$ cat src/rtl/cpu_pkg.sv
// -----------------------------------------------------------------------------
// cpu_pkg
// Shared definitions for the RV32I multi-cycle control sequencer: datapath
// widths, the sequencer state enum, the opcode values it recognises, the
// write-back source encoding and the reset value of the instruction register.
// No ports (package).
// -----------------------------------------------------------------------------
package cpu_pkg;

    localparam int XLEN           = 32;
    localparam int REG_SELECT_LEN = 5;

    // ADDI x0,x0,0 -- the instruction register holds a harmless word after reset
    localparam logic [XLEN-1:0] NOP_INSTR = 32'h0000_0013;

    localparam logic [6:0] OPC_OP     = 7'b0110011;
    localparam logic [6:0] OPC_OP_IMM = 7'b0010011;
    localparam logic [6:0] OPC_LOAD   = 7'b0000011;
    localparam logic [6:0] OPC_STORE  = 7'b0100011;
    localparam logic [6:0] OPC_BRANCH = 7'b1100011;
    localparam logic [6:0] OPC_JAL    = 7'b1101111;
    localparam logic [6:0] OPC_LUI    = 7'b0110111;

    // funct3 of the shift-right group, the only OP-IMM group where IR[30] matters
    localparam logic [2:0] FUNCT3_SR  = 3'b101;

    localparam logic [1:0] WB_ALU = 2'd0;
    localparam logic [1:0] WB_MEM = 2'd1;
    localparam logic [1:0] WB_PC4 = 2'd2;
    localparam logic [1:0] WB_IMM = 2'd3;

    typedef enum logic [2:0] {
        S_START,
        S_FETCH,
        S_DECODE,
        S_EXECUTE,
        S_MEMORY,
        S_WRITEBACK,
        S_TRAP
    } state_t;

    typedef enum logic [2:0] {
        CLS_ILLEGAL,
        CLS_OP,
        CLS_OP_IMM,
        CLS_LOAD,
        CLS_STORE,
        CLS_BRANCH,
        CLS_JAL,
        CLS_LUI
    } op_class_t;

    typedef struct packed {
        op_class_t                 cls;
        logic [REG_SELECT_LEN-1:0] rs1;
        logic [REG_SELECT_LEN-1:0] rs2;
        logic [REG_SELECT_LEN-1:0] rd;
        logic [2:0]                funct3;
        logic                      alu_signal;
        logic                      legal;
    } decode_t;

    // Instruction classes that produce a register result (before the rd = 0 filter)
    function automatic logic class_writes_rd(input op_class_t cls);
        return (cls == CLS_OP) || (cls == CLS_OP_IMM) || (cls == CLS_LOAD) ||
               (cls == CLS_JAL) || (cls == CLS_LUI);
    endfunction

    function automatic logic [1:0] class_wb_sel(input op_class_t cls);
        logic [1:0] sel;
        case (cls)
            CLS_LOAD: sel = WB_MEM;
            CLS_JAL:  sel = WB_PC4;
            CLS_LUI:  sel = WB_IMM;
            default:  sel = WB_ALU;
        endcase
        return sel;
    endfunction

endpackage

$ cat src/rtl/instr_decoder.sv
// -----------------------------------------------------------------------------
// instr_decoder
// Purely combinational field extraction for the control sequencer.
// Ports:
//   i_ir   in   XLEN      instruction word to decode
//   o_dec  out  decode_t  opcode class, rs1/rs2/rd, funct3, alu_signal, legal
// -----------------------------------------------------------------------------
module instr_decoder
    import cpu_pkg::*;
(
    input  logic [XLEN-1:0] i_ir,
    output decode_t         o_dec
);

    logic [6:0] w_opcode;
    logic [2:0] w_funct3;
    logic       w_unused_bits;

    assign w_opcode = i_ir[6:0];
    assign w_funct3 = i_ir[14:12];

    // Immediate / funct7 bits other than IR[30] are consumed by the datapath,
    // not by the sequencer.
    assign w_unused_bits = ^{i_ir[31], i_ir[29:25]};

    always_comb begin
        o_dec            = '0;
        o_dec.cls        = CLS_ILLEGAL;
        o_dec.rs1        = i_ir[19:15];
        o_dec.rs2        = i_ir[24:20];
        o_dec.rd         = i_ir[11:7];
        o_dec.funct3     = w_funct3;
        o_dec.alu_signal = 1'b0;
        o_dec.legal      = 1'b1;

        case (w_opcode)
            OPC_OP: begin
                o_dec.cls        = CLS_OP;
                o_dec.alu_signal = i_ir[30];
            end
            OPC_OP_IMM: begin
                o_dec.cls = CLS_OP_IMM;
                // For immediates IR[30] is only an SRA selector in the shift-right
                // group; elsewhere it is an immediate bit.
                o_dec.alu_signal = (w_funct3 == FUNCT3_SR) ? i_ir[30] : 1'b0;
            end
            OPC_LOAD:   o_dec.cls = CLS_LOAD;
            OPC_STORE:  o_dec.cls = CLS_STORE;
            OPC_BRANCH: o_dec.cls = CLS_BRANCH;
            OPC_JAL:    o_dec.cls = CLS_JAL;
            OPC_LUI:    o_dec.cls = CLS_LUI;
            default:    o_dec.legal = 1'b0;
        endcase
    end

endmodule

$ cat src/rtl/control_sequencer.sv
// -----------------------------------------------------------------------------
// control_sequencer
// Multi-cycle Moore control FSM for the RV32I core. Fetches one instruction
// over a req/ack handshake into the instruction register, then sequences
// decode, execute, memory and write-back. Every output is a register whose
// next value is derived from the next state, so outputs line up with the
// state they belong to.
// Ports:
//   clk, reset                       clock / asynchronous active-high reset
//   imem_req/imem_ack/imem_rdata     instruction fetch handshake
//   instruction                      instruction register
//   dmem_req/dmem_we/dmem_ack        data-memory handshake
//   reg_array_*                      rd/rs1/rs2 selects and write strobe (act-low)
//   wb_sel                           write-back source select
//   alu_*                            ALU enable (act-low), funct3, SUB/SRA, B-mux
//   branch_enable_n/branch_taken     branch compare enable and result
//   pc_load/pc_src                   PC update strobe and source
//   trap                             sticky illegal-instruction flag
// -----------------------------------------------------------------------------
module control_sequencer
    import cpu_pkg::*;
(
    input  logic                      clk,
    input  logic                      reset,
    output logic                      imem_req,
    input  logic                      imem_ack,
    input  logic [XLEN-1:0]           imem_rdata,
    output logic [XLEN-1:0]           instruction,
    output logic                      dmem_req,
    output logic                      dmem_we,
    input  logic                      dmem_ack,
    output logic                      reg_array_enable_n,
    output logic [REG_SELECT_LEN-1:0] reg_array_store,
    output logic [REG_SELECT_LEN-1:0] reg_array_enable_a,
    output logic [REG_SELECT_LEN-1:0] reg_array_enable_b,
    output logic [1:0]                wb_sel,
    output logic                      alu_enable_n,
    output logic [2:0]                alu_opcode,
    output logic                      alu_signal,
    output logic                      alu_b_sel,
    output logic                      branch_enable_n,
    input  logic                      branch_taken,
    output logic                      pc_load,
    output logic                      pc_src,
    output logic                      trap
);

    state_t                    r_state;
    logic [XLEN-1:0]           r_ir;
    logic                      r_imem_req;
    logic                      r_dmem_req;
    logic                      r_dmem_we;
    logic                      r_reg_enable_n;
    logic [REG_SELECT_LEN-1:0] r_rd;
    logic [REG_SELECT_LEN-1:0] r_rs1;
    logic [REG_SELECT_LEN-1:0] r_rs2;
    logic [1:0]                r_wb_sel;
    logic                      r_alu_enable_n;
    logic [2:0]                r_alu_opcode;
    logic                      r_alu_signal;
    logic                      r_alu_b_sel;
    logic                      r_branch_enable_n;
    logic                      r_pc_load;
    logic                      r_pc_src;
    logic                      r_trap;

    state_t                    w_state_next;
    logic                      w_fetch_accept;
    logic [XLEN-1:0]           w_ir_next;
    logic                      w_imem_req_next;
    logic                      w_dmem_req_next;
    logic                      w_dmem_we_next;
    logic                      w_reg_enable_n_next;
    logic [REG_SELECT_LEN-1:0] w_rd_next;
    logic [REG_SELECT_LEN-1:0] w_rs1_next;
    logic [REG_SELECT_LEN-1:0] w_rs2_next;
    logic [1:0]                w_wb_sel_next;
    logic                      w_alu_enable_n_next;
    logic [2:0]                w_alu_opcode_next;
    logic                      w_alu_signal_next;
    logic                      w_alu_b_sel_next;
    logic                      w_branch_enable_n_next;
    logic                      w_pc_load_next;
    logic                      w_pc_src_next;
    logic                      w_trap_next;
    logic                      w_is_mem;
    decode_t                   w_dec;

    // The decoder looks at the word about to sit in IR, so the register selects
    // are already valid in the DECODE cycle rather than one cycle later.
    assign w_fetch_accept = (r_state == S_FETCH) && imem_ack;
    assign w_ir_next      = w_fetch_accept ? imem_rdata : r_ir;

    instr_decoder u_instr_decoder (
        .i_ir  (w_ir_next),
        .o_dec (w_dec)
    );

    assign w_is_mem = (w_dec.cls == CLS_LOAD) || (w_dec.cls == CLS_STORE);

    always_comb begin
        // Selects and qualifiers hold; strobes fall back to inactive.
        w_state_next           = r_state;
        w_rd_next              = r_rd;
        w_rs1_next             = r_rs1;
        w_rs2_next             = r_rs2;
        w_wb_sel_next          = r_wb_sel;
        w_alu_opcode_next      = r_alu_opcode;
        w_alu_signal_next      = r_alu_signal;
        w_alu_b_sel_next       = r_alu_b_sel;
        w_pc_src_next          = r_pc_src;
        w_trap_next            = r_trap;
        w_imem_req_next        = 1'b0;
        w_dmem_req_next        = 1'b0;
        w_dmem_we_next         = 1'b0;
        w_reg_enable_n_next    = 1'b1;
        w_alu_enable_n_next    = 1'b1;
        w_branch_enable_n_next = 1'b1;
        w_pc_load_next         = 1'b0;

        // Transition part
        case (r_state)
            S_START: w_state_next = S_FETCH;
            S_FETCH: begin
                if (imem_ack) begin
                    w_state_next = S_DECODE;
                    w_rd_next    = w_dec.rd;
                    w_rs1_next   = w_dec.rs1;
                    w_rs2_next   = w_dec.rs2;
                end
            end
            S_DECODE: w_state_next = w_dec.legal ? S_EXECUTE : S_TRAP;
            S_EXECUTE: begin
                // branch_taken is only meaningful while branch_enable_n is low,
                // i.e. on the edge that leaves EXECUTE of a branch.
                if (w_dec.cls == CLS_BRANCH) begin
                    w_pc_src_next = branch_taken;
                end else if (w_dec.cls == CLS_JAL) begin
                    w_pc_src_next = 1'b1;
                end
                w_state_next = w_is_mem ? S_MEMORY : S_WRITEBACK;
            end
            S_MEMORY:    if (dmem_ack) w_state_next = S_WRITEBACK;
            S_WRITEBACK: w_state_next = S_FETCH;
            S_TRAP:      w_state_next = S_TRAP;
            default:     w_state_next = S_START;
        endcase

        // Output part: registered Moore outputs of the state being entered
        case (w_state_next)
            S_FETCH: begin
                w_imem_req_next = 1'b1;
                w_pc_src_next   = 1'b0;
            end
            S_EXECUTE: begin
                w_alu_enable_n_next    = 1'b0;
                w_alu_opcode_next      = w_is_mem ? 3'b000 : w_dec.funct3;
                w_alu_signal_next      = w_is_mem ? 1'b0 : w_dec.alu_signal;
                w_alu_b_sel_next       = (w_dec.cls == CLS_OP_IMM) || w_is_mem;
                w_branch_enable_n_next = (w_dec.cls != CLS_BRANCH);
            end
            S_MEMORY: begin
                w_dmem_req_next = 1'b1;
                w_dmem_we_next  = (w_dec.cls == CLS_STORE);
            end
            S_WRITEBACK: begin
                w_pc_load_next = 1'b1;
                if (class_writes_rd(w_dec.cls) && (w_dec.rd != '0)) begin
                    w_reg_enable_n_next = 1'b0;
                    w_wb_sel_next       = class_wb_sel(w_dec.cls);
                end
            end
            S_TRAP:  w_trap_next = 1'b1;
            default: ;
        endcase
    end

    always_ff @(posedge clk or posedge reset) begin
        if (reset) begin
            r_state <= S_START;
        end else begin
            r_state <= w_state_next;
        end
    end

    always_ff @(posedge clk or posedge reset) begin
        if (reset) begin
            r_ir              <= NOP_INSTR;
            r_imem_req        <= 1'b0;
            r_dmem_req        <= 1'b0;
            r_dmem_we         <= 1'b0;
            r_reg_enable_n    <= 1'b1;
            r_rd              <= '0;
            r_rs1             <= '0;
            r_rs2             <= '0;
            r_wb_sel          <= WB_ALU;
            r_alu_enable_n    <= 1'b1;
            r_alu_opcode      <= 3'b000;
            r_alu_signal      <= 1'b0;
            r_alu_b_sel       <= 1'b0;
            r_branch_enable_n <= 1'b1;
            r_pc_load         <= 1'b0;
            r_pc_src          <= 1'b0;
            r_trap            <= 1'b0;
        end else begin
            r_ir              <= w_ir_next;
            r_imem_req        <= w_imem_req_next;
            r_dmem_req        <= w_dmem_req_next;
            r_dmem_we         <= w_dmem_we_next;
            r_reg_enable_n    <= w_reg_enable_n_next;
            r_rd              <= w_rd_next;
            r_rs1             <= w_rs1_next;
            r_rs2             <= w_rs2_next;
            r_wb_sel          <= w_wb_sel_next;
            r_alu_enable_n    <= w_alu_enable_n_next;
            r_alu_opcode      <= w_alu_opcode_next;
            r_alu_signal      <= w_alu_signal_next;
            r_alu_b_sel       <= w_alu_b_sel_next;
            r_branch_enable_n <= w_branch_enable_n_next;
            r_pc_load         <= w_pc_load_next;
            r_pc_src          <= w_pc_src_next;
            r_trap            <= w_trap_next;
        end
    end

    assign imem_req           = r_imem_req;
    assign instruction        = r_ir;
    assign dmem_req           = r_dmem_req;
    assign dmem_we            = r_dmem_we;
    assign reg_array_enable_n = r_reg_enable_n;
    assign reg_array_store    = r_rd;
    assign reg_array_enable_a = r_rs1;
    assign reg_array_enable_b = r_rs2;
    assign wb_sel             = r_wb_sel;
    assign alu_enable_n       = r_alu_enable_n;
    assign alu_opcode         = r_alu_opcode;
    assign alu_signal         = r_alu_signal;
    assign alu_b_sel          = r_alu_b_sel;
    assign branch_enable_n    = r_branch_enable_n;
    assign pc_load            = r_pc_load;
    assign pc_src             = r_pc_src;
    assign trap               = r_trap;

endmodule

$ cat config.mk
export PLATFORM = sky130hd
export DESIGN_NAME = control_sequencer
export DESIGN_NICKNAME = d
export VERILOG_FILES = /design/src/rtl/cpu_pkg.sv /design/src/rtl/instr_decoder.sv /design/src/rtl/control_sequencer.sv
export SDC_FILE = /design/constraint.sdc
export NUM_CORES = 1
export LEC_CHECK = 0
export CORE_AREA = 2 2 85 79
export CTS_BUF_LIST = sky130_fd_sc_hd__clkbuf_4 sky130_fd_sc_hd__clkbuf_8
export DETAILED_ROUTE_END_ITERATION = 10
export DIE_AREA = 0 0 87 81
export PLACE_DENSITY = 0.83
export SLEW_MARGIN = 20
export SYNTH_ARGS = -nofsm -noshare
export SYNTH_HDL_FRONTEND = slang
export SYNTH_SLANG_ARGS = --single-unit
export TNS_END_PERCENT = 50
$ cat constraint.sdc
create_clock -name clk -period 4.4 [get_ports clk]
set_clock_uncertainty 0.1 [all_clocks]
set_input_delay 1.32 -clock clk [delete_from_list [all_inputs] [get_ports clk]]
set_output_delay 1.32 -clock clk [all_outputs]
set_load 0.005 [all_outputs]
==> results by group, run 1 <==
Timing
  – Rel. slew slack: 52.66%
  – Slew Limit Fails: 0
  – Final Hold Viols: 0
  – Setup TNS: 0 ns
  – Final period util: 80.44%
  – Fmax: 0.2825 GHz
  – RSZ-0062 raised after global routing: false
  – Worst-Margin Slew: slightly above 0.7 ns
  – Worst Slack Setup Final: 0.8607 ns
  – Fin crit period: 3.539 ns
  – Finish-stage setup viols: 0

GRT
  – First-pass GRT wire length: between 10,000 and 15,000 um
  – Largest net degree at the start of global routing: 43
  – Vias in the first global route: 2,602
  – GR Util All Layers: 22.59%
  – GRT Residual Overflow: 0
  – Initial antenna violation count: 0

Setup path
  – Slowest CP cell: a221oi_1
  – Max Fanout on Critical Path: 18
  – Req. time, crit path: 4.56 ns
  – Critical Path End Type: flop
  – CP max stage delay: 0.66 ns
  – Crit path cell chain: clkdlybuf4s50_1, and4bb_2, buf_4, a2bb2oi_1, a221oi_1, a31o_2, nor3b_1
  – WP data arrival: around 3.7 ns
  – Setup CP Type: in -> reg
  – Element type at the critical path start: primary input

Clock network
  – Reg clk slew, reported paths: approximately 0.080 ns
  – Total CTS buffers: 9
  – Skew-Pair Late Insertion Delay: 0.35 ns
  – CTS sink count: 66
  – CTS tree: yes
  – CTS root buf: clkbuf_8
  – # Post-CTS Setup Buffers: 0
  – H-tree lvl count: 3
  – Post-CTS Resized: 0
  – Hold_buf cts: 0
  – Clock Tree Buf Depth: 2

Drt
  – Via count: 2,579
  – Antenna Nets Post-Route: 0
  – Total routed wirelength: 7378 um
  – Pre-antenna DRT Iters: 4
  – DRT iter0 DRCs: 232
  – Via/cell ratio: 5.285
  – DR WL/cell: 15.12 um
  – # DRC: 0

Finish
  – Fin nets: 445
  – ANT cells: 0
  – Share of cells above drive strength 1: 10.90%
  – Synth-to-Final Area Change: 43.27%
  – Finished Cell Area: 4155 sq um

Yosys
  – Post-Syn Area: 2900 sq um
  – Post-Syn Nets: roughly 340
  – Post-synth ARST share: 100.0%
  – Cell variety after synth: 50
  – Synth Warn #: 0
  – Sequential-to-total area share from yosys stat: around 57%
  – Syn avg cell area: about 9.5 sq um
  – Cells after Synth: 306
  – Post-synth EDFFs: 0
  – Synth Flop Type: dfrtp_1
  – Seq cells post-synth: 66

Pwr
  – Peak supply drop: 0.3272 mV
  – Power Total: 2.669 mW
  – Lkg Pwr: 1.953 nW
  – PD cells: ~640 nW/um^2

Die
  – Die Ht: a little over 80 um
  – Starting Density: 46.25%
  – Rows: 28
  – Die area: ~7000 sq um
  – Die width: between 80 and 90 um
  – Core Region: 6271 sq um
  – Ports: 100

Flow run
  – Max-cap violations: 0

Status
  – Status: completed

Placed design
  – RD Place Congestion: 0.8563
  – DP Worst Slack: 0.5144 ns
  – Post-DP HPWL: 5420 um
  – IO Port Bufs: a little under 100
  – Area of placed instances: 3948 sq um

Worst hold path
  – HP Class: reg -> reg
-- path summary, 6_finish.rpt --
| path | from | end | slack [ns] | cells after the start |
|---|---|---|---|---|
| max | imem_ack | dmem_we | 0.86 | 7 |
| min | reg_array_enable_b[2] | reg_array_enable_b[2] | 0.38 | 2 |
| max reg2reg | r_state[1] | dmem_we | 1.82 | 6 |
| min reg2reg | reg_array_enable_b[2] | reg_array_enable_b[2] | 0.38 | 2 |
| max in group asynchronous | reset | instruction[0] | 2.05 | 3 |
| min in group asynchronous | reset | alu_opcode[0] | 1.22 | 2 |
-- final cells by class --
| cell class | count | area (sq um) |
|---|---|---|
| Clock buffer | 11 | 145.1 |
| Clock inverter | 5 | 62.56 |
| Fill cell | 501 | 2116 |
| Inverter | 4 | 15.01 |
| Multi-Input combinational cell | 223 | 1151 |
| Sequential cell | 66 | 1659 |
| Tap cell | 75 | 93.84 |
| Timing Repair Buffer | 104 | 1028 |
-- registers in the layout (all words and copies together), names as in the netlist, 2 cells and up --
name and count:
r_state 3, reg_array_enable_b 5, instruction 32, alu_opcode 3, reg_array_enable_a 5, wb_sel 2, reg_array_store 5
-- metal layers --
layer	GRT usage, %	part of all wire [%]	wire length (um)
met5	0	0	0
met4	9.375	1.7	125
met3	8.740	8.5	629
met2	35.19	48	3524
met1	28.22	42	3099
-- placed cells by master, fill, tap and decap left out, drive strengths merged, types with 2 or more instances in the layout --
cell type and n:
o21bai 2, nand3 7, nor3b 6, nand4b 2, a31oi 4, buf 5, nor3 8, inv 5
a21oi 5, and4 2, a31o 2, or3 2, a2bb2oi 2, mux2 4, nand2b 4, mux2i 2
dfrtp 60, clkinvlp 2, o21ai 6, dfstp 6, clkdlybuf4s50 99, nor2b 3, nor2 7, clkbuf 11
nand2 135
-- cell families after synthesis --
| group | synth area share, % |
|---|---|
| buffers and inverters | 3.278 |
| AO/OA/AOI/OAI | 7.464 |
| flip-flops | 57.20 |
| AND/OR/NAND/NOR | 29.42 |
| multiplexers | 2.631 |
-- stage by stage --
| step | util (%) | instances | hold slack, ns |
|---|---|---|---|
| floorplan | - | 306 | 0.3678 |
| global placement | 62.95 | 472 | 0.3586 |
| detailed placement | 62.95 | 472 | 0.3627 |
| CTS | 66.26 | 488 | 0.3821 |
| global route | 66.26 | 488 | 0.4031 |
| finish | 66.26 | 488 | 0.3766 |
-- Yosys cell counts (5+ instances only) --
master	count	share of area, %
dfrtp_1	60	52
nor3b_1	5	1.3
nand2_1	134	17
dfstp_2	6	5.4
nor3_1	6	1.0
nand3_1	7	1.2
o21ai_0	6	1.0
nor2_1	7	0.91
clkbuf_1	5	0.65
a21oi_1	5	0.86
-- report_power, final --
group	switching, mW	leakage (nW)	internal, mW
Clock	0.241	0.0996	0.286
Sequential	0.187	0.817	0.864
Combinational	0.470	1.04	0.621
-- worst max-delay path, delay by kind of cell --
kind	cells	cell delay, ns
compound gates	3	1.10
simple gates	2	0.56
buf+inv	2	0.71
(Power assumes the default switching activity.)
==> inputs of run 2 (changes only) <==
CORE_AREA = 2 2 86 80   (was 2 2 85 79)
DIE_AREA = 0 0 88 82   (was 0 0 87 81)
PLACE_DENSITY = 0.81   (was 0.83)
clock period = 3.3 ns   (was 4.4 ns; I/O delays follow)
==> run 2 against run 1 <==
Against the previous run:
- utilization rose by 1.3 points
- non-clock buffer count rose by 14
- setup slack got worse by 0.55 ns
- clock power rose by 29%
- hold slack got worse by 0.0056 ns
- register-to-register slack got worse by 0.97 ns
- global-route usage fell by 1.1 points
- sequential power rose by 34%
- cell area rose by 3.1%
- largest cell class unchanged
==> results by group, run 2 (synthesis results as in run 1) <==
Timing
  – Slew Limit Fails: 0
  – RSZ-0062 raised after global routing: false
  – Fmax: roughly 0.33 GHz
  – Final period util: around 91%
  – Worst-Margin Slew: approximately 0.45 ns
  – Rel. slew slack: 70.28%
  – Final Hold Viols: 0
  – Finish-stage setup viols: 0
  – Fin crit period: roughly 3.0 ns

Pwr
  – Lkg Pwr: between 2 and 2.5 nW
  – Peak supply drop: 0.4392 mV
  – PD cells: around 830 nW/um^2
  – Logic pwr share: 41.5%
  – Cell internal pwr: approximately 2.4 mW
  – Sw power: between 1 and 1.5 mW
  – Clock power share: 19.0%
  – Sw Share: 33.20%
  – Reg power frac: 39.5%

Finish
  – Synth-to-Final Area Change: 47.67%
  – Max reg flops: 32
  – Most frequent cells in the layout: 134 x nand2_1, 99 x clkdlybuf4s50_1, 60 x dfrtp_1
  – Finished Cell Area: roughly 4300 sq um
  – Final core utilization: between 60% and 70%
  – ANT cells: 0
  – Fillers: ~480
  – Fin nets: approximately 460
  – Share of cells above drive strength 1: 13.82%
  – Most common cell after layout, fill and taps aside: nand2_1
  – Post-Layout Cell Count: 517

Setup path
  – Worst r2r src: instruction[0]
  – Critical Path End Type: flop
  – WP data arrival: approximately 3.1 ns
  – Req. time, crit path: 3.43 ns
  – Element type at the critical path start: primary input
  – Max Fanout on Critical Path: 8
  – Setup CP Type: in -> reg
  – Worst r2r path cells: 6
  – Worst reg2reg setup slack: roughly 0.85 ns
  – Crit. Startpoint: imem_ack
  – FF-to-FF End: alu_opcode[2]

Drt
  – Antenna Nets Post-Route: 0
  – Via count: 2,560
  – Pre-antenna DRT Iters: 4
  – # DRC: 0
  – Total routed wirelength: 7347 um
  – DRT iter0 DRCs: 177
  – Via/cell ratio: 4.952
  – DR WL/cell: approximately 14 um

Status
  – Status: completed

Placed design
  – RD Place Congestion: 0.9348
  – IO Port Bufs: 99
  – Post-DP HPWL: ~5500 um
  – DP Cell Count: 501
  – Area of placed instances: roughly 4100 sq um

Die
  – Ports: 100
  – Rows: 28
  – Die width: between 80 and 90 um
  – Core Region: 6341 sq um
  – Die Ht: 82 um
  – Starting Density: 45.74%
  – Die area: 7216 sq um

Clock network
  – Skew-Pair Late Insertion Delay: 0.34 ns
  – Clock Tree Buf Depth: 2
  – Post-CTS Resized: 0
  – CTS tree: yes
  – # Post-CTS Setup Buffers: 0
  – Hold_buf cts: 0
  – Total CTS buffers: 9
  – Reg clk slew, reported paths: 0.07 ns
  – CTS sink count: 66
  – CTS root buf: clkbuf_8
  – H-tree lvl count: 3

GRT
  – Initial antenna violation count: 0
  – Largest net degree at the start of global routing: 40
  – GRT Residual Overflow: 0
  – Vias in the first global route: 2,521
  – GR Util All Layers: 21.48%
  – First-pass GRT wire length: 11,690 um

Worst hold path
  – Hold path start: reg_array_store[2]
  – WHS Path Cells: 2
  – WHS Endpoint: reg_array_store[2]
  – HP Class: reg -> reg

Flow run
  – Max-cap violations: 0
[run 2: changes by cell type in the layout (fill, tap and decap cells not counted)]
cell and delta:
inv_6 -1, buf_12 +1, clkinvlp_4 -2, buf_4 +13, clkinv_2 +3
[run 2: how the worst max path moves through the flow]
stage               slack, ns             to  cells after the start
floorplan                0.52      alu_b_sel                      7
global placement         0.01  alu_opcode[0]                      7
detailed placement      -0.04  alu_opcode[2]                      7
CTS                      0.33  alu_opcode[2]                      7
global route             0.26      wb_sel[0]                      8
finish                   0.31  alu_opcode[2]                      6
[run 2: critical path, cell delays in order]
cell	delay (ns)
clkdlybuf4s50_1	0.53
and4bb_2	0.39
o2bb2a_2	0.26
and4_4	0.18
or3_1	0.43
mux2_4	0.34
[run 2: layout make-up]
type | count | area [sq um] | share of cell area, %
flip-flops and latches | 66 | 1659 | 38.74
multi-input cells | 223 | 1151 | 26.88
repair buffers | 118 | 1146 | 26.76
clock buffers | 11 | 145.1 | 3.389
well taps | 90 | 112.6 | 2.629
clock inverters | 5 | 53.80 | 1.256
inverters | 4 | 15.01 | 0.3506
[run 2: layer usage]
layer  GRT usage, %  part of all wire, %  wire, um  vias to the layer above
li1               -                    -         -                     1252
met1          24.94                   43      3169                     1206
met2          35.53                   47      3456                       91
met3          10.35                  8.5       621                       11
met4          6.154                  1.3        99                        0
met5              0                    0         0                        -
[run 2: metrics by stage]
step / hold slack (ns) / worst slack (ns) / TNS (ns) / power (mW)
2_1_floorplan: 0.3678 / 0.5229 / 0 / 2.020
3_3_place_gp: 0.3565 / 0.01231 / 0 / 2.848
3_5_place_dp: 0.3610 / -0.03844 / -0.1026 / 2.892
4_1_cts: 0.3785 / 0.3288 / 0 / 3.580
5_1_grt: 0.4005 / 0.2561 / 0 / 3.809
6_report: 0.3710 / 0.3097 / 0 / 3.560
[run 2: power groups by stage]
stage          sequential, mW  combinational, mW  clock [mW]
6_report                 1.41               1.48       0.678
3_3_place_gp             1.39               1.45           0
3_5_place_dp             1.41               1.48           0
5_1_grt                  1.44               1.63       0.730
4_1_cts                  1.40               1.49       0.688
2_1_floorplan            1.39              0.629           0
